==> src/rtl/stream_mux.sv <==
// ============================================================================
// Module   : stream_mux
// Purpose  : N-channel packet stream multiplexer with fixed or round-robin
//            arbitration, packet locking and a single registered output stage.
// Revision : 1.0 - initial release
// ============================================================================
`default_nettype none

module stream_mux #(
   parameter  int N_CH   = 3,
   parameter  int DATA_W = 8,
   localparam int SEL_W  = (N_CH > 1) ? $clog2(N_CH) : 1
) (
   input  logic                     clk,
   input  logic                     rst,
   input  logic                     mode,
   input  logic [SEL_W-1:0]         sel,
   input  logic [N_CH*DATA_W-1:0]   in_data,
   input  logic [N_CH-1:0]          in_valid,
   input  logic [N_CH-1:0]          in_last,
   output logic [N_CH-1:0]          in_ready,
   output logic [DATA_W-1:0]        out_data,
   output logic                     out_valid,
   output logic                     out_last,
   output logic [SEL_W-1:0]         out_ch,
   input  logic                     out_ready,
   output logic                     err_sel
);

   typedef enum logic [0:0] {
      ST_IDLE   = 1'b0,
      ST_LOCKED = 1'b1
   } state_t;

   localparam logic [SEL_W:0]   c_N_CH    = (SEL_W+1)'(N_CH);
   localparam logic [SEL_W-1:0] c_LAST_CH = SEL_W'(N_CH - 1);

   state_t              r_state;
   logic [SEL_W-1:0]    r_ptr;
   logic [SEL_W-1:0]    r_gnt;
   logic                r_out_valid;
   logic                r_out_last;
   logic [DATA_W-1:0]   r_out_data;
   logic [SEL_W-1:0]    r_out_ch;
   logic                r_err_sel;

   logic [DATA_W-1:0]   w_ch_data [N_CH];
   logic                w_can_load;
   logic                w_sel_ok;
   logic [SEL_W-1:0]    w_cand;
   logic                w_cand_ok;
   logic [N_CH-1:0]     w_ready;
   logic                w_accept;
   logic                w_acc_last;

   for (genvar g = 0; g < N_CH; g++) begin : g_unpack
      assign w_ch_data[g] = in_data[g*DATA_W +: DATA_W];
   end

   assign w_can_load = !r_out_valid || out_ready;
   assign w_sel_ok   = ({1'b0, sel} < c_N_CH);

   // Round-robin scans from the farthest offset down so the nearest channel after r_ptr wins.
   always_comb begin : p_cand
      int               v_j;
      logic [SEL_W-1:0] v_idx;
      v_j       = 0;
      v_idx     = '0;
      w_cand    = r_gnt;
      w_cand_ok = 1'b0;
      if (r_state == ST_LOCKED) begin
         w_cand    = r_gnt;
         w_cand_ok = 1'b1;
      end else if (!mode) begin
         w_cand    = sel;
         w_cand_ok = w_sel_ok;
      end else begin
         for (int i = N_CH; i >= 1; i--) begin
            v_j = int'(r_ptr) + i;
            if (v_j >= N_CH) begin
               v_j = v_j - N_CH;
            end
            v_idx = SEL_W'(v_j);
            if (in_valid[v_idx]) begin
               w_cand    = v_idx;
               w_cand_ok = 1'b1;
            end
         end
      end
   end

   assign w_ready    = (w_cand_ok && w_can_load && !rst) ? (N_CH'(1) << w_cand) : '0;
   assign w_accept   = |(w_ready & in_valid);
   assign w_acc_last = |(w_ready & in_last);

   always_ff @(posedge clk) begin
      if (rst) begin
         r_state     <= ST_IDLE;
         r_ptr       <= c_LAST_CH;
         r_gnt       <= '0;
         r_out_valid <= 1'b0;
         r_out_last  <= 1'b0;
         r_out_data  <= '0;
         r_out_ch    <= '0;
         r_err_sel   <= 1'b0;
      end else begin
         r_err_sel <= (r_state == ST_IDLE) && !mode && !w_sel_ok;

         if (w_can_load) begin
            r_out_valid <= w_accept;
            if (w_accept) begin
               r_out_data <= w_ch_data[w_cand];
               r_out_last <= w_acc_last;
               r_out_ch   <= w_cand;
            end
         end

         if (w_accept) begin
            case (r_state)
               ST_IDLE: begin
                  if (mode) begin
                     r_ptr <= w_cand;
                  end
                  if (!w_acc_last) begin
                     r_gnt   <= w_cand;
                     r_state <= ST_LOCKED;
                  end
               end
               ST_LOCKED: begin
                  if (w_acc_last) begin
                     r_state <= ST_IDLE;
                  end
               end
               default: r_state <= ST_IDLE;
            endcase
         end
      end
   end

   assign in_ready  = w_ready;
   assign out_data  = r_out_data;
   assign out_valid = r_out_valid;
   assign out_last  = r_out_last;
   assign out_ch    = r_out_ch;
   assign err_sel   = r_err_sel;

endmodule

`default_nettype wire

==> config.mk <==
export PLATFORM = sky130hd
export DESIGN_NAME = stream_mux
export DESIGN_NICKNAME = d
export VERILOG_FILES = /design/src/rtl/stream_mux.sv
export SDC_FILE = /design/constraint.sdc
export NUM_CORES = 1
export LEC_CHECK = 0
export BUFFER_PORTS_ARGS = -buffer_cell sky130_fd_sc_hd__buf_2
export CAP_MARGIN = 0
export CORE_MARGIN = 2
export CORE_UTILIZATION = 45
export CTS_CLUSTER_SIZE = 30
export DETAILED_ROUTE_END_ITERATION = 16
export GPL_TIMING_DRIVEN = 0
export PLACE_DENSITY_LB_ADDON = 0.25
export RECOVER_POWER = 25
export SYNTH_ARGS = -nofsm -noshare
export SYNTH_HDL_FRONTEND = slang
export SYNTH_SLANG_ARGS = --single-unit
export TNS_END_PERCENT = 10
==> constraint.sdc <==
create_clock -name clk -period 6.2 [get_ports clk]
set_clock_uncertainty 0.05 [all_clocks]
set_input_delay 0.93 -clock clk [delete_from_list [all_inputs] [get_ports clk]]
set_output_delay 0.93 -clock clk [all_outputs]
set_load 0.01 [all_outputs]
==> results of run 1 <==
per-layer routing:
layer	up-vias	part of all wire
met1	637	0.44
met3	5	0.039
met2	33	0.51
li1	655	-
met5	-	0
met4	0	0.013
power groups by stage:
stage / combinational [mW] / clock (mW) / sequential (mW)
floorplan: 0.110 / 0 / 0.144
global placement: 0.158 / 0 / 0.139
detailed placement: 0.163 / 0 / 0.140
CTS: 0.164 / 0.0755 / 0.138
global route: 0.180 / 0.0836 / 0.140
finish: 0.163 / 0.0763 / 0.138
layout by cell type (no fill, tap or decap), types with 2 or more instances in the layout:
master / Yosys / layout
buf_2: 2 / 44
nor3_1: 11 / 11
nor3b_1: 2 / 2
nor2_1: 22 / 22
nor2b_1: 2 / 2
or3b_1: 2 / 2
nand3_1: 11 / 11
clkbuf_1: 5 / 13
ha_1: 3 / 3
inv_1: 4 / 4
nand3b_1: 2 / 2
a311oi_1: 2 / 2
a21oi_1: 6 / 6
clkbuf_4: 1 / 4
o21ai_0: 4 / 4
a2111oi_0: 2 / 2
o211a_1: 7 / 7
mux2i_1: 10 / 10
dfxtp_1: 18 / 18
nand2b_1: 5 / 5
nand2_1: 8 / 8
final timing paths:
kind | start | endpoint
setup / recovery | r_ptr[0]$_SDFFE_PP0P_ | in_ready[1]
hold / removal | out_data[5]$_SDFFE_PP0P_ | out_data[5]$_SDFFE_PP0P_
setup reg to reg | r_ptr[0]$_SDFFE_PP0P_ | r_gnt[0]$_SDFFE_PP0P_
hold reg to reg | out_data[5]$_SDFFE_PP0P_ | out_data[5]$_SDFFE_PP0P_
cell type report:
class	instances	area [µm²]
well taps	30	37.5
repair buffers	50	240
clock buffers	4	36.3
plain buffers	10	51.3
fillers	246	996
flip-flops and latches	18	360
inverters	4	15.0
multi-input cells	119	808
registers in the layout, summed over array words and instances, names as in the netlist:
| signal | flops |
|---|---|
| out_last | 1 |
| out_valid | 1 |
| r_gnt | 2 |
| out_data | 8 |
| err_sel | 1 |
| out_ch | 2 |
| r_ptr | 2 |
| r_state | 1 |
logic make-up (layout without fill, tap and decap cells):
kind of cell	count (synthesis)	count (layout)
AND/OR/NAND/NOR	70	70
flip-flops	18	18
adder cells (fa/ha/maj)	3	3
buffers and inverters	14	68
multiplexers	13	13
AO/OA/AOI/OAI	33	33
tightest hold or removal path: stages, from the launching register on:
cell and delay [ns]:
dfxtp_1 0.33, nor2_1 0.09, nor3_1 0.05
==> metrics.txt, run 1 <==
Avg WL per Cell=about 14 µm; Finished Layout Cells=approximately 240; CTS max path bufs=2; Via-to-Cell Ratio=roughly 5.7; Final Worst Setup Slack=roughly 1.7 ns; Synth Area in Adders=0.0304; grt ovf=0; TritonCTS Buffers=3; count of input and output buffers=50; Synth Area per Inst=around 8.2 µm²; Max Slew Vio Count=0; critical path's largest stage delay=between 0.4 and 0.5 ns; fin area=between 0.0015 and 0.002 mm²; Main synth FF type=dfxtp_1; Power Internal=0.233 mW; vias in the first global route=approximately 1300; Syn Std Cell Area=~0.0012 mm²; combinational power share=0.432; First DRT Iteration DRCs=41; core area=~0.0025 mm²; Cells after DPL=231; Commonest cells post-synth=nor2_1 (22), dfxtp_1 (18), nand3_1 (11), nor3_1 (11), mux2i_1 (10); io pins=52; most common cell in the netlist=nor2_1; worst r2r path cells=12; M2 GR Usage=0.410; switching part of the total=0.383; Crit path depth=13; first drt pass iteration count=4; Net Switching=0.145 mW; Final min period=4.54 ns; mux share of post-synthesis cell area=0.111; largest family of logic cells by synthesized area=simple AND/OR/NAND/NOR gates; Clock Power Share=0.202; Routed WL=around 3400 µm; crit-path leading delay family=buffers and inverters; Hold Crit Class=register to register; worst slack, placed=2.00 ns; post-synth top area cell=dfxtp_1; clk sinks=18; Seq cells post-synth=18; CTS tree=done; CP Data Arrival Time=approximately 3.6 ns; Placement Rows=18; Compound-Gate Fraction of Synth Area=0.219; antenna-violating nets left=0; RSZ-0062 raised after global routing=false; GRT Resource Usage Total=0.226; CP Capture Type=output pin; Post-Synth XOR/XNOR Area=0; status=complete, no violations; layout cells sized above 1=0.278; pin count of the biggest net entering global routing=11; Seq pwr share=0.366; Fmax=about 220 MHz; DRC Markers=0; worst-margin pin slew=around 0.54 ns; htree depth=1; Netlist cell types=43; flop-to-flop setup slack=2.75 ns; max cap viols=0; crit path kind=register to output pin; post-synth top area share=0.292; hold buffers post-CTS=0; Die Wd=56.4 µm; Post-Synth Simple-Gate Area=0.294; PostCTS Resize Cnt=0; Reg clk slew, reported paths=0.11 ns; syn nets=190; relative slew slack=0.641; pwr dens=about 240 mW/mm²; HPWL after DPL=2620 µm; Fin. Hold Viols=0; total chip power=between 0.3 and 0.4 mW; Final Cycle Share=0.733; Util after Layout=0.609; Post-synth EDFFs=0; final setup fails=0; GR Util met1=0.271; slowest CP cell=dfxtp_1; worst hold path depth=2; Root Driver=clkbuf_4; Skew-Pair Late Insertion Delay=just over 0.3 ns; Post-Synthesis Cells=approximately 150; Synth area leaders=dfxtp_1 (29%), mux2i_1 (8.1%), nor2_1 (6.7%); RePlAce Congestion=slightly below 0.9; busiest layer in global routing=met2; grt met3 use=0.0276; peak supply drop=between 0.0001 and 0.00015 V; critical path, cell by cell=inv_1, ha_1, clkbuf_4, mux2i_1, nor2_2, nor3_1, o21ai_0, nand2_1, buf_2, clkbuf_1, nand2_1, nor2_1, buf_2; Syn-to-layout area delta=25.4%; Yosys warning count=0; Sum Neg Setup Slack=0 ns; initial antenna violation count=0; Leakage Power=about 0.76 nW; Req. time, crit path=about 5.2 ns; Async S/R FF share, synth=0; critical path fanouts, max=10; die area=0.00318 mm²; total number of vias=1330; WP buf/inv=5; initial core utilization=0.485; postcts setup bufs=0; Die Y=56.4 µm; layout net count=245; global-route wire length before repair=between 5000 and 6000 µm; Antenna Cells=0; post-synthesis sequential area ratio=0.292; Setup crit start kind=register; Min Hold Slack=between 0.4 and 0.5 ns; Area after DPL=0.00152 mm²
(Power assumes the default switching activity.)
==> run 2: changes to the inputs <==
Clock period 6.2 ns to 4.5 ns, I/O delays scaled along.
==> run 2 against run 1 <==
Net effect:
- utilization fell by 0.15 points
- sequential power rose by 38%
- die area did not move
- register-to-register slack lost 1.7 ns
- setup slack lost 1.1 ns
- critical endpoint is now in_ready[0]
- largest power group unchanged
==> metrics.txt, run 2 (synthesized netlist as in run 1, its figures left out) <==
die area=0.00318 mm²; Sum Neg Setup Slack=0 ns; core area=roughly 0.0025 mm²; Via-to-Cell Ratio=about 5.6; worst-margin pin slew=approximately 0.54 ns; Skew-Pair Late Insertion Delay=slightly above 0.3 ns; critical path fanouts, max=19; Placement Rows=18; io pins=52; relative slew slack=0.642; Min Hold Slack=0.451 ns; worst slack, placed=about 0.56 ns; count of input and output buffers=50; peak supply drop=about 0.00020 V; initial antenna violation count=0; crit path kind=register to output pin; Final Cycle Share=0.880; Power Internal=between 0.3 and 0.4 mW; Req. time, crit path=between 3 and 4 ns; Die Y=56.4 µm; WP buf/inv=4; global-route wire length before repair=5760 µm; slowest CP cell=dfxtp_1; PostCTS Resize Cnt=0; Seq pwr share=0.369; grt ovf=0; Clock Power Share=0.202; final setup fails=0; layout cells sized above 1=0.279; CTS max path bufs=2; Area after DPL=~0.0015 mm²; First DRT Iteration DRCs=35; Antenna Cells=0; pin count of the biggest net entering global routing=11; initial core utilization=0.485; combinational power share=0.429; total chip power=slightly above 0.5 mW; postcts setup bufs=0; most frequent cells in the layout=buf_2 (44), nor2_1 (22), dfxtp_1 (18), clkbuf_1 (12); Max Slew Vio Count=0; TritonCTS Buffers=3; DRC Markers=0; Final Worst Setup Slack=0.539 ns; switching part of the total=0.380; Largest register FFs=8; vias in the first global route=about 1300; layout net count=between 200 and 250; Setup crit start kind=register; Final min period=about 4.0 ns; Fmax=between 200 and 300 MHz; critical path, cell by cell=inv_1, ha_1, clkbuf_4, mux2i_1, nor2_2, nor3_1, o21ai_0, nand2_1, buf_2, nand2_1, nor2_1, buf_2; Die Wd=between 50 and 60 µm; status=complete, no violations; Util after Layout=0.607; pwr dens=approximately 330 mW/mm²; CTS tree=done; crit-path leading delay family=buffers and inverters; Syn-to-layout area delta=25.1%; commonest non-fill, non-tap cell in the layout=buf_2; GRT Resource Usage Total=0.226; htree depth=1; HPWL after DPL=approximately 2600 µm; critical path's largest stage delay=roughly 0.5 ns; fin area=about 0.0015 mm²; layout filler cell count=around 250; antenna-violating nets left=0; RePlAce Congestion=roughly 0.9; RSZ-0062 raised after global routing=false; Routed WL=roughly 3300 µm; Root Driver=clkbuf_4; total number of vias=approximately 1300; Cells after DPL=between 200 and 250; Finished Layout Cells=~230; max cap viols=0; CP Data Arrival Time=3.24 ns; hold buffers post-CTS=0; clk sinks=18; CP Capture Type=output pin; Hold Crit Class=register to register; Net Switching=approximately 0.20 mW; Reg clk slew, reported paths=0.10 ns; Leakage Power=0.762 nW; Avg WL per Cell=14.2 µm; first drt pass iteration count=4; Fin. Hold Viols=0
==> run 2: cell types whose count changed in the layout (fill, tap and decap cells not counted) <==
cell | previous run | this run
clkbuf_1 | 13 | 12
==> run 2: final timing paths <==
path                            start                       end  slack (ns)  depth (start not counted)
max             r_ptr[0]$_SDFFE_PP0P_               in_ready[0]        0.54                         12
min          out_data[5]$_SDFFE_PP0P_  out_data[5]$_SDFFE_PP0P_        0.45                          2
max reg2reg     r_ptr[0]$_SDFFE_PP0P_     r_gnt[0]$_SDFFE_PP0P_        1.05                         12
min reg2reg  out_data[5]$_SDFFE_PP0P_  out_data[5]$_SDFFE_PP0P_        0.45                          2
==> run 2: cell type report <==
| class | count | area, µm² | area share |
|---|---|---|---|
| Multi-Input combinational cell | 119 | 808 | 0.523 |
| Timing Repair Buffer | 50 | 240 | 0.155 |
| Inverter | 4 | 15.0 | 0.00972 |
| Tap cell | 30 | 37.5 | 0.0243 |
| Buffer | 9 | 47.5 | 0.0308 |
| Clock buffer | 4 | 36.3 | 0.0235 |
| Sequential cell | 18 | 360 | 0.233 |
==> run 2: power by group through the flow <==
stage	logic (mW)	registers, mW	clock network (mW)
floorplan	0.151	0.199	0
global placement	0.218	0.192	0
detailed placement	0.225	0.193	0
CTS	0.226	0.190	0.104
global route	0.247	0.193	0.115
finish	0.222	0.190	0.104
==> run 2: layer usage <==
metal  share of wire  GRT usage  up-vias
met5               0          0        -
met4           0.014     0.0816        0
met3           0.038     0.0276        5
met2            0.51      0.410       39
met1            0.44      0.271      608
li1                -          -      653
==> run 2: worst reg2reg max path, cell delays in order, from the launching register on <==
cell and delay [ns]:
dfxtp_1 0.50, inv_1 0.13, ha_1 0.31, clkbuf_4 0.19, mux2i_1 0.22, nor2_2 0.08, nor4_4 0.34, or2_1 0.17
buf_6 0.13, mux2_1 0.35, a21o_1 0.21, or3b_1 0.42, a211oi_1 0.27
